**src/rtl/rv32_pkg.sv**
```systemverilog
// +----------------------------------------------------------------------+
// | Module   : rv32_pkg                                                  |
// | Brief    : Shared RV32 fetch constants, FSM encoding, buffer entry.  |
// | Revision : 1.0 - initial release                                     |
// +----------------------------------------------------------------------+
`default_nettype none

package rv32_pkg;

   localparam int          XLEN    = 32;
   localparam int          INST_W  = 32;
   localparam logic [31:0] PC_STEP = 32'd4;

   typedef enum logic [1:0] {
      REQ  = 2'd0,
      WAIT = 2'd1,
      DROP = 2'd2
   } fetch_state_t;

   typedef struct packed {
      logic [XLEN-1:0]   pc;
      logic [INST_W-1:0] inst;
   } fetch_entry_t;

endpackage

`default_nettype wire

```
**src/rtl/fetch_fifo.sv**
```systemverilog
// +----------------------------------------------------------------------+
// | Module   : fetch_fifo                                                |
// | Brief    : Instruction buffer with push/pop/flush and head output.   |
// | Revision : 1.0 - initial release                                     |
// +----------------------------------------------------------------------+
`default_nettype none

module fetch_fifo
   import rv32_pkg::*;
#(
   parameter int BUF_DEPTH = 2
) (
   input  logic                       clk,
   input  logic                       rst_n,
   input  logic                       push,
   input  fetch_entry_t               push_entry,
   input  logic                       pop,
   input  logic                       flush,
   output logic [$clog2(BUF_DEPTH):0] count,
   output fetch_entry_t               head
);

   localparam int                  C_PTR_W = $clog2(BUF_DEPTH);
   localparam int                  C_CNT_W = C_PTR_W + 1;
   localparam logic [C_CNT_W-1:0]  c_full  = C_CNT_W'(BUF_DEPTH);
   localparam logic [C_PTR_W-1:0]  c_ptr_one = C_PTR_W'(1);

   fetch_entry_t         r_mem [BUF_DEPTH];
   logic [C_PTR_W-1:0]   r_wptr;
   logic [C_PTR_W-1:0]   r_rptr;
   logic [C_CNT_W-1:0]   r_count;
   logic                 w_push;
   logic                 w_pop;

   // Flush beats a simultaneous push; the pushed entry is simply lost.
   assign w_push = push & ~flush;
   assign w_pop  = pop & ~flush & (r_count != '0);

   always_ff @(posedge clk or negedge rst_n) begin
      if (!rst_n) begin
         for (int i = 0; i < BUF_DEPTH; i++) begin
            r_mem[i] <= '0;
         end
         r_wptr  <= '0;
         r_rptr  <= '0;
         r_count <= '0;
      end else if (flush) begin
         r_wptr  <= '0;
         r_rptr  <= '0;
         r_count <= '0;
      end else begin
         assert (!(push && (r_count == c_full)));
         if (w_push) begin
            r_mem[r_wptr] <= push_entry;
            r_wptr        <= r_wptr + c_ptr_one;
         end
         if (w_pop) begin
            r_rptr <= r_rptr + c_ptr_one;
         end
         r_count <= r_count + {{C_PTR_W{1'b0}}, w_push} - {{C_PTR_W{1'b0}}, w_pop};
      end
   end

   assign count = r_count;
   assign head  = r_mem[r_rptr];

endmodule

`default_nettype wire

```
**src/rtl/fetch_unit.sv**
```systemverilog
// +----------------------------------------------------------------------+
// | Module   : fetch_unit                                                |
// | Brief    : RV32 fetch stage: PC, imem request FSM, decode buffer.    |
// |            Option FETCH_MISALIGN_CHECK_EN halts on misaligned target.|
// | Revision : 1.0 - initial release                                     |
// +----------------------------------------------------------------------+
`default_nettype none

module fetch_unit
   import rv32_pkg::*;
#(
   parameter logic [31:0] RESET_PC  = 32'h0000_0000,
   parameter int          BUF_DEPTH = 2
) (
   input  logic        clk,
   input  logic        rst_n,
   input  logic        redirect_valid,
   input  logic [31:0] redirect_pc,
   output logic        imem_req_valid,
   input  logic        imem_req_ready,
   output logic [31:0] imem_addr,
   input  logic        imem_rsp_valid,
   input  logic [31:0] imem_rdata,
   output logic        inst_valid,
   input  logic        inst_ready,
   output logic [31:0] inst,
   output logic [31:0] inst_pc,
   output logic        misalign_err
);

   localparam int                 C_CNT_W = $clog2(BUF_DEPTH) + 1;
   localparam logic [C_CNT_W-1:0] c_full  = C_CNT_W'(BUF_DEPTH);

   fetch_state_t        r_state;
   fetch_state_t        w_next_state;
   logic [XLEN-1:0]     r_pc;
   logic [XLEN-1:0]     r_req_pc;
   logic [XLEN-1:0]     w_redirect_pc;
   logic                w_req_valid;
   logic                w_hs;
   logic                w_push;
   logic                w_halt;
   logic [C_CNT_W-1:0]  w_count;
   fetch_entry_t        w_head;

   assign w_redirect_pc = {redirect_pc[XLEN-1:2], 2'b00};

`ifdef FETCH_MISALIGN_CHECK_EN
   logic r_misalign;

   always_ff @(posedge clk or negedge rst_n) begin
      if (!rst_n) begin
         r_misalign <= 1'b0;
      end else if (redirect_valid && (redirect_pc[1:0] != 2'b00)) begin
         r_misalign <= 1'b1;
      end
   end

   assign w_halt       = r_misalign;
   assign misalign_err = r_misalign;
`else
   logic w_unused_lsb;

   assign w_unused_lsb = ^redirect_pc[1:0];
   assign w_halt       = 1'b0;
   assign misalign_err = 1'b0;
`endif

   always_ff @(posedge clk or negedge rst_n) begin
      if (!rst_n) begin
         r_state <= REQ;
      end else begin
         r_state <= w_next_state;
      end
   end

   // A redirect that races an accepted or pending request leaves a stale response owed.
   always_comb begin
      w_next_state = r_state;
      case (r_state)
         REQ: begin
            if (redirect_valid) begin
               w_next_state = w_hs ? DROP : REQ;
            end else if (w_hs) begin
               w_next_state = WAIT;
            end
         end
         WAIT: begin
            if (imem_rsp_valid) begin
               w_next_state = REQ;
            end else if (redirect_valid) begin
               w_next_state = DROP;
            end
         end
         DROP: begin
            if (imem_rsp_valid) begin
               w_next_state = REQ;
            end
         end
         default: w_next_state = REQ;
      endcase
   end

   always_comb begin
      w_req_valid = rst_n && (r_state == REQ) && (w_count < c_full) && !w_halt;
      w_hs        = w_req_valid && imem_req_ready;
      w_push      = (r_state == WAIT) && imem_rsp_valid && !redirect_valid;
   end

   always_ff @(posedge clk or negedge rst_n) begin
      if (!rst_n) begin
         r_pc     <= RESET_PC;
         r_req_pc <= RESET_PC;
      end else begin
         if (redirect_valid) begin
            r_pc <= w_redirect_pc;
         end else if (w_push) begin
            r_pc <= r_pc + PC_STEP;
         end
         if (w_hs) begin
            r_req_pc <= r_pc;
         end
      end
   end

   fetch_fifo #(
      .BUF_DEPTH (BUF_DEPTH)
   ) u_fifo (
      .clk        (clk),
      .rst_n      (rst_n),
      .push       (w_push),
      .push_entry ('{pc: r_req_pc, inst: imem_rdata}),
      .pop        (inst_ready),
      .flush      (redirect_valid),
      .count      (w_count),
      .head       (w_head)
   );

   assign imem_req_valid = w_req_valid;
   assign imem_addr      = r_pc;
   assign inst_valid     = (w_count != '0);
   assign inst           = w_head.inst;
   assign inst_pc        = w_head.pc;

endmodule

`default_nettype wire
```
**config.mk**
```make
export PLATFORM = sky130hd
export DESIGN_NAME = fetch_unit
export DESIGN_NICKNAME = d
export VERILOG_FILES = /design/src/rtl/rv32_pkg.sv /design/src/rtl/fetch_fifo.sv /design/src/rtl/fetch_unit.sv
export SDC_FILE = /design/constraint.sdc
export NUM_CORES = 1
export LEC_CHECK = 0
export ABC_AREA = 1
export BUFFER_PORTS_ARGS = -buffer_cell sky130_fd_sc_hd__buf_2
export CAP_MARGIN = 20
export CORE_MARGIN = 4
export CORE_UTILIZATION = 60
export DETAILED_ROUTE_END_ITERATION = 10
export PLACE_DENSITY = 0.84
export SYNTH_ARGS = -nofsm -noshare
export SYNTH_HDL_FRONTEND = slang
export SYNTH_SLANG_ARGS = --single-unit
```
**constraint.sdc**
```tcl
create_clock -name clk -period 3.1 [get_ports clk]
set_clock_uncertainty 0.15 [all_clocks]
set_input_delay 0 -clock clk [delete_from_list [all_inputs] [get_ports clk]]
set_output_delay 0 -clock clk [all_outputs]
set_load 0.02 [all_outputs]
```
==> results.txt, run 1 <==
met3 Track Usage GR = 0.0487
CTS hold repair buffers = 74
most crowded layer after global routing = met2
Worst-path clk slew = 70 ps
RD Place Congestion = 0.925
Cell Area, Synth = 8950 sq um
DRC Markers = 0
power per cell area = 849 nW/um^2
post-route cell area = 11100 sq um
Antenna Diode Count = 0
max-cap viol count = 0
startpoint types = flop
number of synthesized flops with an enable pin = 0
NumNets Final = 1446
total number of vias = 8186
clock buffer depth = 2
Die X = 130 um
CTS tree = yes
Final Max Slew Viols = 0
Multi-input gate area = 3500 sq um
Die Y-Extent = 130 um
post-CTS setup buffers = 0
Arr. time, crit path = 2380 ps
critical path class = reg2reg
Cell variety after synth = 33
area share of the largest cell type after synthesis = 0.531
Avg WL per Cell = 14.4 um
Placed Area = 9810 sq um
Most used DFF post-synth = dfrtp_1
RSZ-0062 raised after global routing = false
HPWL after detailed placement = 14100 um
I/O Buffers = 161
worst-path maximum fanout = 6
total CTS buffers = 17
initial antenna violation count = 0
GRT met1 Usage = 0.389
CTS resizes = 0
synthesis-stage register bit count = 190
worst slew pin tran = 1050 ps
io pins = 169
full die area = 16900 sq um
setup TNS = 0 ps
vias in the first global route = 7764
Syn Inst Count = 1161
total gr overflow = 0
Vias/cell = 5.21
Ys Warns = 0
Area growth, synth to finish = 24.1%
FFs w/ async S/R, synth = 1.00
Worst setup EP type = flop
global-route met2 utilization = 0.436
register area = 4760 sq um
share of cells above drive strength 1 = 0.157
final cell count without fillers = 1570
drt first pass iters = 5
hold crit path type = in2reg
register area share after synthesis = 0.531
core area = 14600 sq um
total power = 9.43 mW
leakage = 5.90 nW
ANT nets after route = 0
Worst Path Required = 3310 ps
gr usage total = 0.276
Final Hold Viols = 0
status = finished clean
Root Buffer = clkbuf_16
row count = 44
Tcrit/Tclk final = 0.701
placed instance count = 1464
WL final = 22500 um
peak supply drop = 0.453 mV
min Tclk post-route = 2170 ps
Syn Area/Cell = 7.71 sq um
H-tree depth = 4
first-pass GRT wire length = 37200 um
maximum clock rate = 0.460 GHz
fillcell total = 1078
Synth area leaders = dfrtp_1, nand2_1, o21ai_1
CTS sink count = 190
setup violators final = 0
pin count of the biggest net entering global routing = 189
Slew HR = 0.298
leading area contributor after synthesis = dfrtp_1
Clock Latency Late Sink = 420 ps
Initial Util = 0.614
Initial DRC Count = 740
kinds of logic after synthesis:
group                      after synthesis  share of synthesized area
adders and majority gates                3                    0.00419
AOI/OAI and AO/OA                      182                      0.105
DFF                                    190                      0.531
and+or+nand+nor                        609                      0.269
other                                    1                   0.000419
buffers and inverters                  166                     0.0815
xor gates and xnor gates                10                    0.00978
metrics by stage:
stage / setup WS (ps) / hold WS, ps / util
5_1_grt: 796 / 162 / 0.762
2_1_floorplan: 1260 / -446 / -
3_5_place_dp: 1010 / -357 / 0.673
3_3_place_gp: 1070 / -358 / 0.673
4_1_cts: 934 / 76.5 / 0.762
6_report: 926 / 85.2 / 0.762
power by group:
part	total [mW]	switching, mW	internal (mW)
Sequential	4.05	0.600	3.45
Clock	2.04	0.913	1.13
Combinational	3.34	2.17	1.17
per-layer routing:
| layer | vias up | share of wire |
|---|---|---|
| met2 | 328 | 0.47 |
| met4 | 0 | 0.023 |
| li1 | 4053 | - |
| met1 | 3768 | 0.43 |
| met3 | 37 | 0.076 |
| met5 | - | 0 |
layout make-up:
cell class / count / share of cell area
Sequential cell: 190 / 0.428
Multi-Input combinational cell: 809 / 0.315
Timing Repair Buffer: 247 / 0.150
Clock buffer: 18 / 0.0395
Inverter: 108 / 0.0365
Tap cell: 184 / 0.0207
Clock inverter: 14 / 0.0106
state kept, by name (all words and copies together) (netlist names):
name,cells
r_req_pc,30
u_fifo.count,2
u_fifo.r_rptr,1
u_fifo.r_mem,124
u_fifo.r_wptr,1
r_state,2
imem_addr,30
synth_stat cells, types with 3 or more instances:
cell	number
nand2_1	483
dfrtp_1	190
inv_1	107
o21ai_1	106
nor2_1	69
o21ai_0	52
nand3_1	43
clkbuf_1	30
a21oi_1	13
buf_2	10
buf_6	10
xor2_1	9
buf_4	5
o211ai_1	5
a31oi_1	3
buf_1	3
ha_1	3
worst max-delay path: stages (launching register included):
cell and delay, ps:
dfrtp_1 480, ha_1 260, nand3_1 160, or3_1 380
a31oi_1 120, dlygate4sd3_1 570
worst paths after layout:
check | startpoint | depth (start not counted) | to | slack [ps]
worst max-delay path | imem_addr[2] | 5 | imem_addr[6] | 930
worst min-delay path | imem_req_ready | 5 | r_req_pc[28] | 90
worst max register to register | imem_addr[2] | 5 | imem_addr[6] | 930
worst min register to register | u_fifo.r_mem[108] | 2 | u_fifo.r_mem[108] | 330
max in group asynchronous | rst_n | 3 | u_fifo.r_rptr | 1750
min in group asynchronous | rst_n | 3 | u_fifo.r_mem[125] | 150
cells in the final DEF (no fill, tap or decap), types with 10 or more instances in the layout:
master,n
buf_4,10
buf_2,160
o21ai_1,106
dfrtp_1,189
dlygate4sd3_1,74
nand2_1,483
nor2_1,69
clkbuf_16,17
a21oi_1,13
inv_1,107
o21ai_0,52
nand3_1,42
No activity file was read; power rests on OpenSTA's default activity.
==> run 2: changes to the inputs <==
--- a/config.mk
+++ b/config.mk
@@ -9,9 +9,9 @@
 export BUFFER_PORTS_ARGS = -buffer_cell sky130_fd_sc_hd__buf_2
 export CAP_MARGIN = 20
 export CORE_MARGIN = 4
-export CORE_UTILIZATION = 60
+export CORE_UTILIZATION = 56
 export DETAILED_ROUTE_END_ITERATION = 10
-export PLACE_DENSITY = 0.84
+export PLACE_DENSITY = 0.79
 export SYNTH_ARGS = -nofsm -noshare
 export SYNTH_HDL_FRONTEND = slang
 export SYNTH_SLANG_ARGS = --single-unit
==> constraint.sdc (replaced) <==
create_clock -name clk -period 2.3 [get_ports clk]
set_clock_uncertainty 0.15 [all_clocks]
set_input_delay 0 -clock clk [delete_from_list [all_inputs] [get_ports clk]]
set_output_delay 0 -clock clk [all_outputs]
set_load 0.02 [all_outputs]
==> results.txt, run 2 (synthesis gave the netlist of run 1 again) <==
status = finished clean
fillcell total = 1207 (+12%)
io pins = 169 (unchanged)
setup violators final = 0 (unchanged)
full die area = 18100 sq um (+6.7%)
R2R setup slack = 100 ps (-830 ps)
DP Worst Slack = 319 ps (-694 ps)
Initial DRC Count = 661 (-11%)
Arr. time, crit path = 2360 ps (-20 ps)
crit path cell chain = nand2_1, nor2_1, nand2_1, nor2_1, nand2_1, nand2_1, nand2_1, nand2_1, nand3_1, dlygate4sd3_1
Critical Path Most Common Cell = nand2_1
Avg WL per Cell = 14.6 um (+1.9%)
worst slew pin tran = 858 ps (-194 ps)
WL final = 23500 um (+4.2%)
register area = 4760 sq um (+0.18%)
WHS = 30.4 ps (-54.8 ps)
setup TNS = 0 ps (unchanged)
max-cap viol count = 0 (unchanged)
Worst-path clk slew = 70 ps (about the same)
RR Endpoint = imem_addr[19]
ANT nets after route = 0 (unchanged)
Die Y-Extent = 134 um (+3.3%)
total CTS buffers = 17 (unchanged)
core area = 15400 sq um (+5.7%)
Vias/cell = 5.21 (about the same)
max FFs per register = 124 (unchanged)
Clock Latency Late Sink = 420 ps (about the same)
final worst slack = 95.2 ps (-831 ps)
crit-path leading delay family = simple AND/OR/NAND/NOR gates
critical path class = reg2reg
Die X = 134 um (+3.3%)
CP max stage delay = 560 ps (about the same)
DRC Markers = 0 (unchanged)
peak supply drop = 0.623 mV (+37%)
Worst setup EP type = flop
gr usage total = 0.266 (-0.0104)
R2R depth = 10 (+5)
Area growth, synth to finish = 26.1%
clock buffer depth = 2 (unchanged)
Antenna Diode Count = 0 (unchanged)
post-route cell area = 11300 sq um (+1.7%)
Largest Register = u_fifo.r_mem
initial antenna violation count = 0 (unchanged)
Worst Path Required = 2450 ps (-860 ps)
I/O Buffers = 161 (unchanged)
hold path start = redirect_valid
maximum clock rate = 0.454 GHz (-1.4%)
H-tree depth = 4 (unchanged)
RSZ-0062 raised after global routing = false
hold path cells = 4 (-1)
power per cell area = 1150 nW/um^2 (+35%)
Initial Util = 0.580 (-0.0334)
NumNets Final = 1456 (+0.69%)
Multi-input gate area = 3500 sq um (+0.14%)
total number of vias = 8370 (+2.2%)
Root Buffer = clkbuf_16
Final Hold Viols = 0 (unchanged)
hold crit path type = in2reg
CP bufs+invs = 1 (unchanged)
Slew HR = 0.428 (+0.130)
vias in the first global route = 8160 (+5.1%)
Final Max Slew Viols = 0 (unchanged)
Placed Area = 9890 sq um (+0.75%)
min Tclk post-route = 2200 ps (+30.8 ps)
CTS tree = yes
total gr overflow = 0 (unchanged)
first-pass GRT wire length = 39100 um (+5.0%)
row count = 45 (+2.3%)
most common cell after layout, fill and taps aside = nand2_1
HPWL after detailed placement = 14200 um (+0.67%)
Min-Delay Endpoint = imem_addr[11]
RD Place Congestion = 0.943 (+2.0%)
startpoint types = flop
R2R Path Start = imem_addr[14]
CP max-delay cell = dlygate4sd3_1
pin count of the biggest net entering global routing = 126 (-33%)
Tcrit/Tclk final = 0.959 (+0.257)
CTS sink count = 190 (unchanged)
most frequent cells in the layout = nand2_1, dfrtp_1, buf_2, inv_1, o21ai_1
leakage = 5.95 nW (+0.77%)
drt first pass iters = 5 (unchanged)
share of cells above drive strength 1 = 0.164 (+0.00687)
worst-path maximum fanout = 6 (unchanged)
-- run 2: cell type report --
cell class,instances,share of cell area
clock buffer,20,0.0387
clock inverter,11,0.0126
inverter,108,0.0362
multi-input combinational,809,0.310
sequential,190,0.422
tap,211,0.0234
timing repair buffer,256,0.157
timing repair inverter,1,0.000443
-- run 2: timing repair --
| action | in CTS | in global routing |
|---|---|---|
| endpoints found under the setup margin | 0 | 2 |
| resized for setup | 0 | 10 |
| hold buffers | 79 | 0 |
| hold endpoints to repair | 287 | 0 |
| buffers inserted | 0 | 2 |
-- run 2: layer usage --
metal  vias to the layer above  GRT usage  share of wire
li1                       4059          -              -
met5                         -          0              0
met4                         0      0.106          0.029
met1                      3879      0.357           0.43
met2                       374      0.429           0.46
met3                        58     0.0533          0.082
-- run 2: tightest hold or removal path, cell delays in order --
cell      delay (ps)
buf_2            250
nand2_1          100
o21ai_0           60
o21bai_1         150
-- run 2: worst max-delay path by stage --
| stage | from | to | slack (ps) | cells past startpoint |
|---|---|---|---|---|
| after CTS | r_state[0] | imem_addr[19] | 70 | 6 |
| after global placement | imem_addr[3] | imem_addr[28] | 380 | 10 |
| after floorplan | u_fifo.count[1] | u_fifo.count[1] | 460 | 8 |
| after detailed placement | imem_addr[2] | imem_addr[28] | 320 | 10 |
| final | imem_addr[14] | imem_addr[19] | 100 | 10 |
| after global routing | imem_addr[13] | imem_addr[19] | 7 | 10 |
-- run 2: where the power goes --
group	internal (mW)	switching [mW]	leakage [nW]
Sequential	4.66	0.825	2.43
Combinational	1.62	2.95	3.24
Clock	1.70	1.21	0.280
Total	7.98	4.98	5.95
-- run 2: through the flow --
stage / instances / utilization / total power, mW
floorplan: 1165 / - / 8.39
global placement: 1493 / 0.641 / 9.72
detailed placement: 1493 / 0.641 / 9.88
CTS: 1603 / 0.730 / 12.9
global route: 1606 / 0.732 / 13.9
finish: 1606 / 0.732 / 13.0
